$ cat config.mk
export PLATFORM = sky130hd
export DESIGN_NAME = logic_unit_arbiter
export DESIGN_NICKNAME = d
export VERILOG_FILES = /design/src/rtl/logic_unit_arbiter.sv
export SDC_FILE = /design/constraint.sdc
export NUM_CORES = 1
export LEC_CHECK = 0
export CAP_MARGIN = 10
export CORE_MARGIN = 4
export CORE_UTILIZATION = 40
export CTS_CLUSTER_SIZE = 10
export DETAILED_ROUTE_END_ITERATION = 16
export PLACE_DENSITY = 0.85
export SLEW_MARGIN = 15
export SYNTH_ARGS = -nofsm -noshare
export SYNTH_HDL_FRONTEND = slang
export SYNTH_SLANG_ARGS = --single-unit
$ cat constraint.sdc
create_clock -name clk -period 2.4 [get_ports clk]
set_input_delay 0.36 -clock clk [delete_from_list [all_inputs] [get_ports clk]]
set_output_delay 0.36 -clock clk [all_outputs]
set_load 0.1 [all_outputs]
$ cat src/rtl/logic_unit_arbiter.sv
// Round-robin arbiter that serializes requests onto one registered AND/OR/XOR/NAND unit.
// One transaction takes IDLE -> EXEC -> DONE; ack and result_valid are decoded from DONE.
//
// state  | meaning
// S_IDLE | waiting for any req; winner picked from ptr upward, operands captured
// S_EXEC | logic unit evaluates the captured operands
// S_DONE | result_valid and ack to the served requester; pointer advances
module logic_unit_arbiter #(
  parameter int N   = 4,
  parameter int W   = 4,
  parameter int IDW = $clog2(N)
) (
  input  logic             clk,
  input  logic             reset,
  input  logic [N-1:0]     req,
  input  logic [N*W-1:0]   a_in,
  input  logic [N*W-1:0]   b_in,
  input  logic [N*2-1:0]   op_in,
  output logic [N-1:0]     gnt,
  output logic [N-1:0]     ack,
  output logic [W-1:0]     result,
  output logic             result_valid,
  output logic [IDW-1:0]   result_id,
  output logic             busy
);

  typedef enum logic [1:0] {S_IDLE, S_EXEC, S_DONE} state_t;

  localparam logic [N-1:0] ONE_HOT_0 = {{(N-1){1'b0}}, 1'b1};

  state_t         state_q, state_d;
  logic [IDW-1:0] ptr_q, ptr_d;
  logic [IDW-1:0] id_q, id_d;
  logic [N-1:0]   gnt_q, gnt_d;
  logic [W-1:0]   a_q, a_d;
  logic [W-1:0]   b_q, b_d;
  logic [1:0]     op_q, op_d;
  logic [W-1:0]   result_q, result_d;
  logic [IDW-1:0] result_id_q, result_id_d;

  logic           win_found;
  logic [IDW-1:0] win_idx;

  // Search starts at ptr and wraps, so the last served requester is checked last.
  always_comb begin
    int j;
    j         = 0;
    win_found = 1'b0;
    win_idx   = '0;
    for (int k = 0; k < N; k++) begin
      j = int'(ptr_q) + k;
      if (j >= N) j = j - N;
      if (!win_found && req[j]) begin
        win_found = 1'b1;
        win_idx   = IDW'(j);
      end
    end
  end

  always_comb begin
    state_d     = state_q;
    ptr_d       = ptr_q;
    id_d        = id_q;
    gnt_d       = gnt_q;
    a_d         = a_q;
    b_d         = b_q;
    op_d        = op_q;
    result_d    = result_q;
    result_id_d = result_id_q;
    case (state_q)
      S_IDLE: begin
        if (win_found) begin
          a_d     = a_in[win_idx*W +: W];
          b_d     = b_in[win_idx*W +: W];
          op_d    = op_in[win_idx*2 +: 2];
          gnt_d   = ONE_HOT_0 << win_idx;
          id_d    = win_idx;
          state_d = S_EXEC;
        end
      end
      S_EXEC: begin
        case (op_q)
          2'b00:   result_d = a_q & b_q;
          2'b01:   result_d = a_q | b_q;
          2'b10:   result_d = a_q ^ b_q;
          default: result_d = ~(a_q & b_q);
        endcase
        result_id_d = id_q;
        state_d     = S_DONE;
      end
      S_DONE: begin
        gnt_d   = '0;
        ptr_d   = (id_q == IDW'(N - 1)) ? '0 : id_q + IDW'(1);
        state_d = S_IDLE;
      end
      default: state_d = S_IDLE;
    endcase
  end

  always_ff @(posedge clk) begin
    if (reset) begin
      state_q     <= S_IDLE;
      ptr_q       <= '0;
      id_q        <= '0;
      gnt_q       <= '0;
      a_q         <= '0;
      b_q         <= '0;
      op_q        <= '0;
      result_q    <= '0;
      result_id_q <= '0;
    end else begin
      state_q     <= state_d;
      ptr_q       <= ptr_d;
      id_q        <= id_d;
      gnt_q       <= gnt_d;
      a_q         <= a_d;
      b_q         <= b_d;
      op_q        <= op_d;
      result_q    <= result_d;
      result_id_q <= result_id_d;
    end
  end

  assign gnt          = gnt_q;
  assign ack          = (state_q == S_DONE) ? (ONE_HOT_0 << id_q) : '0;
  assign result_valid = (state_q == S_DONE);
  assign busy         = (state_q != S_IDLE);
  assign result       = result_q;
  assign result_id    = result_id_q;

endmodule

==> reports/metrics.yaml <==
antenna_cells: 0
p_clk_share_pct: 26.4
io_pins: 62
die_x_um: 73.2
grt_setup_unrepaired: "no"
route.detailed.wl_per_inst_um: 13.7
leakage_nw: 0.952
antenna_found_initial: 0
yosysSeqAreaShare_pct: 30.6
seq_power_share_pct: 37.0
tns_ps: 0
grt_overflow: 0
cts-buffers-inserted: 3
grt_pass1_vias: 1390
io_buffer_count: 61
post_cts_buffers: 0
netlist.area_leader.share_pct: 30.6
combPwrFrac_pct: 36.6
clock_latency_ps: 280
fmax_mhz: 525
final-setup-viol-count: 0
stdcell_count: 284
dieArea_um2: 5350
cp.arrival_ps: 2060
dp_slack_ps: 205
start_util_pct: 41.9
syn_area_um2: 1700
coreArea_um2: 4060
tritoncts: "yes"
drive_above_1_share_pct: 20.1
finClkSkew_ps: 1.93
swShare_pct: 35.1
grtUsageTotal_pct: 15.1
worst_slack_ps: 497
clk_pin_slew_worst_paths_ps: 90
period_share_pct: 79.3
holdBufCountCts: 0
syn-mean-instance-area_um2: 9.71
min_path_type: "flip-flop to flip-flop"
vias: 1433
drc_errors: 0
drv_cap: 0
synthToLayoutAreaGrowth_pct: 42.3
finalHoldViolCount: 0
intPower_mw: 0.916
placedCellCount: 280
syn-num-nets: 233
worstPathRequired_ps: 2550
viasPerCell: 5.05
ys_types: 28
yosys-top-cells-area: "dfxtp_1 (31%), mux2i_1 (16%), ha_1 (8.8%), o221ai_2 (8.8%), nor2_1 (4.4%)"
synth_warnings: 0
p_sw_mw: 0.496
min_period_ps: 1900
synth_largest_area_cell: "dfxtp_1"
p_per_area_nw_per_um2: 584
worstMarginPinSlew_ps: 744
grt_max_degree: 25
start_kind: "primary input"
cts.path.max_buffers: 2
crit_path_end_kind: "flip-flop"
slew_viol_final: 0
grt_pass1_wl_um: 6360
wirelength_um: 3900
cts_root_buf: "clkbuf_8"
fin_nets: 293
fp-row-count: 23
path_class: "primary input to flip-flop"
die_h_um: 73.2
cts.sinks: 26
post_cts_resized: 0
drtAntennaViolNets: 0
drt_pass1_iterations: 4
ys_ff_latch: 26
place_congestion: 0.718
status: "finished clean"
path_max_fanout: 24
h-tree-depth: 1
peakVddDrop_v: 0.000268
max-slew-margin-rel_pct: 50.3
postSynthCellCount: 175
drt_iter0_markers: 52
hpwl_um: 3050
path summary, 6_finish.rpt:
| path | cells after the start | slack, ps | endpoint | start |
|---|---|---|---|---|
| max | 7 | 500 | op_q[1] | req[0] |
| min | 1 | 480 | gnt[3] | gnt[3] |
| max reg2reg | 6 | 690 | b_q[2] | ptr_q[0] |
| min reg2reg | 1 | 480 | gnt[3] | gnt[3] |
layout by cell type, fill, tap and decap left out:
| master | synthesis | final |
|---|---|---|
| nor2_2 | 3 | 3 |
| a211oi_1 | 8 | 8 |
| clkbuf_8 | 0 | 3 |
| ha_1 | 12 | 12 |
| and2_1 | 4 | 4 |
| a2bb2oi_4 | 1 | 1 |
| or4_4 | 2 | 2 |
| nor2b_1 | 6 | 6 |
| nand2_1 | 13 | 13 |
| a21oi_1 | 7 | 7 |
| o21ai_4 | 1 | 1 |
| a21oi_2 | 2 | 2 |
| nor2_1 | 20 | 20 |
| o2bb2ai_1 | 1 | 1 |
| buf_12 | 1 | 5 |
| a2bb2o_1 | 1 | 1 |
| a2bb2o_4 | 1 | 1 |
| o221ai_2 | 10 | 10 |
| bufinv_16 | 0 | 1 |
| a211o_2 | 1 | 1 |
| inv_1 | 16 | 16 |
| nand2_4 | 1 | 1 |
| clkdlybuf4s50_1 | 0 | 45 |
| mux2i_1 | 28 | 28 |
| nor3_2 | 1 | 1 |
| buf_4 | 1 | 14 |
| o2bb2ai_2 | 1 | 1 |
| dfxtp_1 | 26 | 26 |
critical path: stages:
cell	delay, ps
clkdlybuf4s50_1	460
nor2b_1	180
nor2_1	190
a2bb2oi_4	180
buf_12	200
mux2i_1	330
o221ai_2	140
power by group through the flow:
stage	Clock, mW	Combinational [mW]	Sequential (mW)
5_1_grt	0.388	0.559	0.532
3_5_place_dp	0	0.519	0.533
4_1_cts	0.376	0.524	0.523
3_3_place_gp	0	0.506	0.530
2_1_floorplan	0	0.289	0.608
6_report	0.373	0.516	0.523
Yosys cell counts:
master	count
dfxtp_1	26
nor2b_1	6
ha_1	12
buf_2	1
a2bb2oi_4	1
and2_1	4
nor3_2	1
o2bb2ai_2	1
a2bb2o_4	1
mux2i_1	28
nor2_1	20
a211oi_1	8
buf_6	2
inv_1	16
buf_4	1
a211o_2	1
clkbuf_1	4
or4_4	2
nand2_1	13
o21ai_4	1
a21oi_1	7
o2bb2ai_1	1
a21oi_2	2
nor2_2	3
nand2_4	1
o221ai_2	10
a2bb2o_1	1
buf_12	1
cell families after synthesis:
family	Yosys count	share of synthesized area, %
buffers and inverters	25	7.66
DFF	26	30.6
adders and majority gates	12	8.84
and+or+nand+nor	50	14.7
AOI/OAI and AO/OA	34	21.7
muxes	28	16.5
per-layer routing:
layer	up-vias	share of wire, %	track usage (%)
li1	732	-	-
met1	653	42	19.2
met2	41	50	25.7
met3	7	5.3	1.93
met4	0	2.2	5.53
met5	-	0	0
layout make-up:
cell class / count / area, um^2
clock buffers: 3 / 41.3
clock inverters: 1 / 30.0
fillers: 349 / 1640
inverters: 16 / 60.1
multi-input cells: 124 / 1050
flip-flops and latches: 26 / 520
well taps: 50 / 62.6
repair buffers: 64 / 656
state kept, by name, indices dropped and copies added, names as in the netlist:
| signal | cells |
|---|---|
| ptr_q | 2 |
| b_q | 4 |
| gnt | 4 |
| a_q | 4 |
| op_q | 2 |
| result | 4 |
| id_q | 2 |
| result_id | 2 |
| state_q | 2 |
through the flow:
stage / util, % / cell area, um^2 / power [mW] / hold slack [ps]
finish: 59.6 / 2420 / 1.41 / 475
global route: 59.6 / 2420 / 1.48 / 509
CTS: 59.6 / 2420 / 1.42 / 479
detailed placement: 57.8 / 2350 / 1.05 / 457
global placement: 57.8 / 2350 / 1.04 / 451
floorplan: - / 1700 / 0.897 / 432
(Power assumes the default switching activity.)
